--- src/rtl/ula_pkg.sv ---
// -----------------------------------------------------------------------------
// ula_pkg
// Shared definitions for the 12-bit ALU and its two-port arbiter/sequencer:
//   - LARGURA : datapath width (fixed at 12 by ula_12bits)
//   - N_REQ   : number of requesters (fixed at 2)
//   - estado_t: sequencer states
//   - OP_*    : 3-bit opcodes understood by ula_12bits
// Carry convention for OP_SUB: carry_in = 1 means "no borrow in" and
// carry_out = 1 means "no borrow out", so multi-word subtraction chains by
// feeding carry_out of the low word into carry_in of the next word.
// -----------------------------------------------------------------------------
package ula_pkg;

    localparam int LARGURA = 12;
    localparam int N_REQ   = 2;

    typedef enum logic [1:0] {
        OCIOSO   = 2'd0,
        EXECUTA  = 2'd1,
        RESPONDE = 2'd2
    } estado_t;

    localparam logic [2:0] OP_ADD = 3'd0;  // a + b + cin
    localparam logic [2:0] OP_SUB = 3'd1;  // a - b - !cin
    localparam logic [2:0] OP_AND = 3'd2;  // a & b, carry_out = 0
    localparam logic [2:0] OP_OR  = 3'd3;  // a | b, carry_out = 0
    localparam logic [2:0] OP_XOR = 3'd4;  // a ^ b, carry_out = 0
    localparam logic [2:0] OP_NOT = 3'd5;  // ~a,    carry_out = 0
    localparam logic [2:0] OP_SHL = 3'd6;  // {a[10:0], cin}, carry_out = a[11]
    localparam logic [2:0] OP_SHR = 3'd7;  // {cin, a[11:1]}, carry_out = a[0]

endpackage

--- src/rtl/ula_12bits.sv ---
// -----------------------------------------------------------------------------
// ula_12bits
// Purely combinational 12-bit ALU.
// Ports:
//   a, b       in  LARGURA  operands
//   carry_in   in  1        carry / no-borrow / shift-in bit
//   seletor    in  3        opcode (OP_* in ula_pkg)
//   resultado  out LARGURA  result, modulo 2**LARGURA
//   carry_out  out 1        carry / no-borrow / shifted-out bit; 0 for logic ops
// -----------------------------------------------------------------------------
module ula_12bits
    import ula_pkg::*;
(
    input  logic [LARGURA-1:0] a,
    input  logic [LARGURA-1:0] b,
    input  logic               carry_in,
    input  logic [2:0]         seletor,
    output logic [LARGURA-1:0] resultado,
    output logic               carry_out
);

    logic [LARGURA:0] soma;

    always_comb begin
        // NOTE: every output gets a default before the case so no path can
        // leave one unassigned and infer a latch.
        soma      = '0;
        resultado = '0;
        carry_out = 1'b0;
        case (seletor)
            OP_ADD: begin
                soma      = {1'b0, a} + {1'b0, b} + {{LARGURA{1'b0}}, carry_in};
                resultado = soma[LARGURA-1:0];
                carry_out = soma[LARGURA];
            end
            OP_SUB: begin
                // Two's-complement subtract: a + ~b + cin, carry set = no borrow.
                soma      = {1'b0, a} + {1'b0, ~b} + {{LARGURA{1'b0}}, carry_in};
                resultado = soma[LARGURA-1:0];
                carry_out = soma[LARGURA];
            end
            OP_AND: resultado = a & b;
            OP_OR:  resultado = a | b;
            OP_XOR: resultado = a ^ b;
            OP_NOT: resultado = ~a;
            OP_SHL: begin
                resultado = {a[LARGURA-2:0], carry_in};
                carry_out = a[LARGURA-1];
            end
            OP_SHR: begin
                resultado = {carry_in, a[LARGURA-1:1]};
                carry_out = a[0];
            end
            default: ;
        endcase
    end

endmodule

--- src/rtl/ula_arbitro.sv ---
// -----------------------------------------------------------------------------
// ula_arbitro
// Shares one ula_12bits between two requesters. Requests are granted
// round-robin over a valid/ready handshake, operands are registered, the ALU
// runs for one cycle and the result is held on a per-requester valid/ready
// response channel. Each requester keeps its own saved carry flag so it can
// chain multi-word add/subtract sequences across separate requests.
// Ports:
//   clk, rst_n       clock, synchronous active-low reset
//   req_valid  [1:0] request valid per requester
//   req_ready  [1:0] request accepted this cycle (at most one bit high)
//   req_a     [23:0] operand A, {req1, req0}
//   req_b     [23:0] operand B, {req1, req0}
//   req_carry_in [1:0]  explicit carry-in per requester
//   req_usa_carry[1:0]  1 = use the requester's saved carry instead
//   req_seletor  [5:0]  opcode per requester, {req1, req0}
//   rsp_valid  [1:0] response valid per requester
//   rsp_ready  [1:0] response consumed
//   rsp_resultado [11:0] shared result bus, qualified by rsp_valid
//   rsp_carry_out        ALU carry-out of the returned operation
// Timing: handshake in T, ALU in T+1, rsp_valid from T+2.
// -----------------------------------------------------------------------------
module ula_arbitro
    import ula_pkg::*;
(
    input  logic                       clk,
    input  logic                       rst_n,
    input  logic [N_REQ-1:0]           req_valid,
    output logic [N_REQ-1:0]           req_ready,
    input  logic [N_REQ*LARGURA-1:0]   req_a,
    input  logic [N_REQ*LARGURA-1:0]   req_b,
    input  logic [N_REQ-1:0]           req_carry_in,
    input  logic [N_REQ-1:0]           req_usa_carry,
    input  logic [N_REQ*3-1:0]         req_seletor,
    output logic [N_REQ-1:0]           rsp_valid,
    input  logic [N_REQ-1:0]           rsp_ready,
    output logic [LARGURA-1:0]         rsp_resultado,
    output logic                       rsp_carry_out
);

    estado_t            estado;
    logic               ultimo;       // index served last
    logic               g_reg;        // index of the transaction in flight
    logic [N_REQ-1:0]   carry_salvo;  // saved carry per requester
    logic [LARGURA-1:0] a_reg;
    logic [LARGURA-1:0] b_reg;
    logic [2:0]         op_reg;
    logic               cin_reg;

    logic               grant_ok;
    logic               grant_idx;
    logic [LARGURA-1:0] sel_a;
    logic [LARGURA-1:0] sel_b;
    logic [2:0]         sel_op;
    logic               sel_cin;

    logic [LARGURA-1:0] ula_resultado;
    logic               ula_carry;

    // Round-robin grant: a lone requester wins; on a tie the one not served
    // last wins.
    always_comb begin
        grant_ok  = 1'b0;
        grant_idx = 1'b0;
        case (req_valid)
            2'b01: begin
                grant_ok  = 1'b1;
                grant_idx = 1'b0;
            end
            2'b10: begin
                grant_ok  = 1'b1;
                grant_idx = 1'b1;
            end
            2'b11: begin
                grant_ok  = 1'b1;
                grant_idx = ~ultimo;
            end
            default: ;
        endcase
    end

    always_comb begin
        req_ready = '0;
        if (rst_n && (estado == OCIOSO) && grant_ok)
            req_ready[grant_idx] = 1'b1;
    end

    // Fields of the granted requester.
    always_comb begin
        sel_a   = grant_idx ? req_a[2*LARGURA-1:LARGURA] : req_a[LARGURA-1:0];
        sel_b   = grant_idx ? req_b[2*LARGURA-1:LARGURA] : req_b[LARGURA-1:0];
        sel_op  = grant_idx ? req_seletor[5:3] : req_seletor[2:0];
        sel_cin = req_usa_carry[grant_idx] ? carry_salvo[grant_idx]
                                           : req_carry_in[grant_idx];
    end

    ula_12bits u_ula (
        .a         (a_reg),
        .b         (b_reg),
        .carry_in  (cin_reg),
        .seletor   (op_reg),
        .resultado (ula_resultado),
        .carry_out (ula_carry)
    );

    // NOTE: all state is written with non-blocking assignments so every
    // register samples pre-edge values regardless of statement order.
    always_ff @(posedge clk) begin
        if (!rst_n) begin
            // Operand registers are cleared too: they are few, and it keeps
            // the ALU inputs defined straight out of reset.
            estado        <= OCIOSO;
            ultimo        <= 1'b1;
            g_reg         <= 1'b0;
            carry_salvo   <= '0;
            a_reg         <= '0;
            b_reg         <= '0;
            op_reg        <= '0;
            cin_reg       <= 1'b0;
            rsp_valid     <= '0;
            rsp_resultado <= '0;
            rsp_carry_out <= 1'b0;
        end else begin
            case (estado)
                OCIOSO: begin
                    // grant_ok here is exactly req_valid[g] & req_ready[g].
                    if (grant_ok) begin
                        a_reg   <= sel_a;
                        b_reg   <= sel_b;
                        op_reg  <= sel_op;
                        cin_reg <= sel_cin;
                        g_reg   <= grant_idx;
                        estado  <= EXECUTA;
                    end
                end
                EXECUTA: begin
                    rsp_resultado      <= ula_resultado;
                    rsp_carry_out      <= ula_carry;
                    rsp_valid          <= g_reg ? 2'b10 : 2'b01;
                    carry_salvo[g_reg] <= ula_carry;
                    estado             <= RESPONDE;
                end
                RESPONDE: begin
                    // Only the owner's rsp_ready can close the transaction.
                    if (rsp_ready[g_reg]) begin
                        rsp_valid <= '0;
                        ultimo    <= g_reg;
                        estado    <= OCIOSO;
                    end
                end
                default: estado <= OCIOSO;
            endcase
        end
    end

endmodule

--- config.mk ---
export PLATFORM = sky130hd
export DESIGN_NAME = ula_arbitro
export DESIGN_NICKNAME = d
export VERILOG_FILES = /design/src/rtl/ula_pkg.sv /design/src/rtl/ula_12bits.sv /design/src/rtl/ula_arbitro.sv
export SDC_FILE = /design/constraint.sdc
export NUM_CORES = 1
export LEC_CHECK = 0
export ABC_AREA = 1
export CAP_MARGIN = 20
export CORE_ASPECT_RATIO = 0.7
export CORE_MARGIN = 2
export CORE_UTILIZATION = 58
export CTS_CLUSTER_SIZE = 10
export DETAILED_ROUTE_END_ITERATION = 8
export PLACE_DENSITY = 0.87
export SLEW_MARGIN = 30
export SYNTH_ARGS = -nofsm -noshare
export SYNTH_HDL_FRONTEND = slang
export SYNTH_HIERARCHICAL = 1
export SYNTH_SLANG_ARGS = --single-unit
--- constraint.sdc ---
create_clock -name clk -period 4.1 [get_ports clk]
set_clock_uncertainty 0.1 [all_clocks]
set_input_delay 1.23 -clock clk [delete_from_list [all_inputs] [get_ports clk]]
set_output_delay 1.23 -clock clk [all_outputs]
set_load 0.01 [all_outputs]
==> flow_summary.ini <==
[logic_synthesis]
netlist.area_leader.share_pct = 22.6
synth_seq_cells = 49
syn-num-nets = 812
mappedNetlistArea_um2 = 4330
yosysTopAreaCell = dfxtp_1
synth-edff-count = 0
synth_area_leaders = dfxtp_1 (23%), nand2_1 (20%), nand3_1 (11%)
synth_compound_area_share_pct = 10.8
yosys-mux-area-fraction_pct = 0
yosysMostFrequentCell = nand2_1
yosys_warnings = 6
syn_inst = 709
yosysSeqAreaShare_pct = 22.6
synthAdderAreaFrac_pct = 12.0
async_flop_share_pct = 0
synth_flop_cell = dfxtp_1
post_synth.cell_area_avg_um2 = 6.11
synthSimpleGateAreaFrac_pct = 41.2
synthXorXnorAreaFrac_pct = 0.606
ys_types = 37
synth_top_family_by_area = simple AND/OR/NAND/NOR gates
synth_common_cells = nand2_1 (230), nand3_1 (99), inv_1 (80)

[route]
vias_per_cell = 5.75
drc = 0
first_pass_iters = 6
postRouteAntennaNets = 0
finalWirelength_mm = 13.6
drt-initial-drc-count = 504
wl_per_cell_um = 15.6
vias = 4992

[placement]
place_ws_ps = 67.5
hpwl_mm = 10.7
port_buffers = 80
gp_congestion = 0.946

[global_routing]
grt_pass1_wl_mm = 21.8
antenna_found_initial = 0
grt_max_degree = 36
grt_pass1_vias = 4549
grt_use_total_pct = 33.1
gr-total-overflow = 0

[sta]
max_freq_mhz = 274
tightest_slew_ps = 604
hold_viol = 0
max_slew_margin_pct = 59.6
setup-tns-final_ps = 0
fin_crit_ps = 3650
finalSetupViolations = 0
drv_slew = 0
rsz0062_at_grt = false
timing.final.ws_setup_ps = 449
final.period_utilization_pct = 89.0

[power]
ir_worst_vdd_mv = 0.166
p_per_area_nw_per_um2 = 310
p_leak_nw = 2.50

[final_layout]
area_growth_pct = 19.2
fin_nets = 872
diodes = 0
layout-drive-gt1-share_pct = 3.90

[clock_tree]
tritoncts = built
cts.sinks = 49
cts_buffers = 5
clock_latency_ps = 310
htreeDepth = 2
clk_pin_slew_ps = 100
ctsHoldBuffers = 0
cts_root_buffer = clkbuf_8
post_cts_buffers = 0
post_cts_resized = 0
clockBufferDepth = 2

[die]
die_x_um = 107
rows = 26
pin_count = 81
start_util_pct = 59.7
die_area_um2 = 8190
die_height_um = 76.3
core_um2 = 7250

[setup_path]
required_ps = 2770
criticalPathCategory = in -> out
crit_fanout = 3
critical_path_arrival_ps = 2320
startpoint_type = input pin
endpoint_kind = primary output
r2r_slack_ps = 1370

[job]
maxCapViolCount = 0

[min_path]
hold_class = reg -> reg

[run_status]
outcome = completed
worst max-delay path: stages:
cell             delay (ps)
clkdlybuf4s50_1         470
inv_1                    40
nand2_1                  90
nand2_4                  70
nor2_4                   90
nand2_1                  90
inv_1                    60
dlymetal6s2s_1          170
cells by family after synthesis:
kind of cell | Yosys count
buffers and inverters | 119
AOI/OAI and AO/OA | 80
adders and majority gates | 39
xor gates and xnor gates | 3
and+or+nand+nor | 419
DFF | 49
routing by layer:
layer / share of wire (%) / track usage, % / vias up
li1: - / - / 2410
met1: 43 / 46.2 / 2239
met2: 44 / 53.0 / 307
met3: 12 / 7.70 / 36
met4: 1.4 / 4.94 / 0
met5: 0 / 0 / -
final timing paths:
check	to	cells past startpoint	start
hold / removal	carry_salvo[1]	2	carry_salvo[1]
setup reg to reg	carry_salvo[0]	14	a_reg[0]
hold reg to reg	carry_salvo[1]	2	carry_salvo[1]
setup / recovery	req_ready[1]	8	req_valid[1]
power by group:
group / internal (W) / leakage [nW] / switching (W) / total [W]
sequential: 0.000523 / 0.403 / 0.0000545 / 0.000577
combinational: 0.000267 / 2.06 / 0.000451 / 0.000719
clock: 0.000124 / 0.0423 / 0.000179 / 0.000303
total: 0.000915 / 2.50 / 0.000685 / 0.00160
final cells by class:
class | instances | area (um2)
Clock buffer | 5 | 68.8
Clock inverter | 3 | 26.3
Fill cell | 621 | 2090
Inverter | 87 | 327
Multi-Input combinational cell | 541 | 2800
Sequential cell | 49 | 981
Tap cell | 98 | 123
Timing Repair Buffer | 85 | 843
placed cells by master, fill, tap and decap left out, types with 2 or more instances in the layout:
master / synthesis / final
o211ai_1: 3 / 3
dfxtp_1: 49 / 49
clkbuf_8: 2 / 5
nor2_1: 61 / 61
a21oi_1: 19 / 19
nand4_1: 6 / 6
nand2_1: 230 / 230
ha_1: 35 / 35
nor3_1: 11 / 11
a22oi_1: 2 / 2
inv_2: 7 / 7
clkinvlp_4: 0 / 2
xor2_1: 3 / 3
o2111ai_1: 3 / 3
clkdlybuf4s50_1: 0 / 78
o21ai_0: 23 / 23
nand3_1: 99 / 99
dlymetal6s2s_1: 0 / 2
nor2_4: 2 / 2
o22ai_1: 26 / 26
inv_1: 80 / 80
buf_4: 15 / 5
nor2_2: 2 / 2
fa_1: 4 / 4
nand2_2: 2 / 2
metrics by stage:
stage               total power [W]  hold slack, ps  instance area, um2  utilization, %  instances
floorplan                   0.00106             327                4330               -        709
global placement            0.00127             353                5060            69.8        860
detailed placement          0.00128             358                5060            69.8        860
CTS                         0.00158             375                5160            71.1        868
global route                0.00170             397                5160            71.2        868
finish                      0.00160             375                5160            71.2        868
Note: power is estimated with default switching activity, not from simulation.
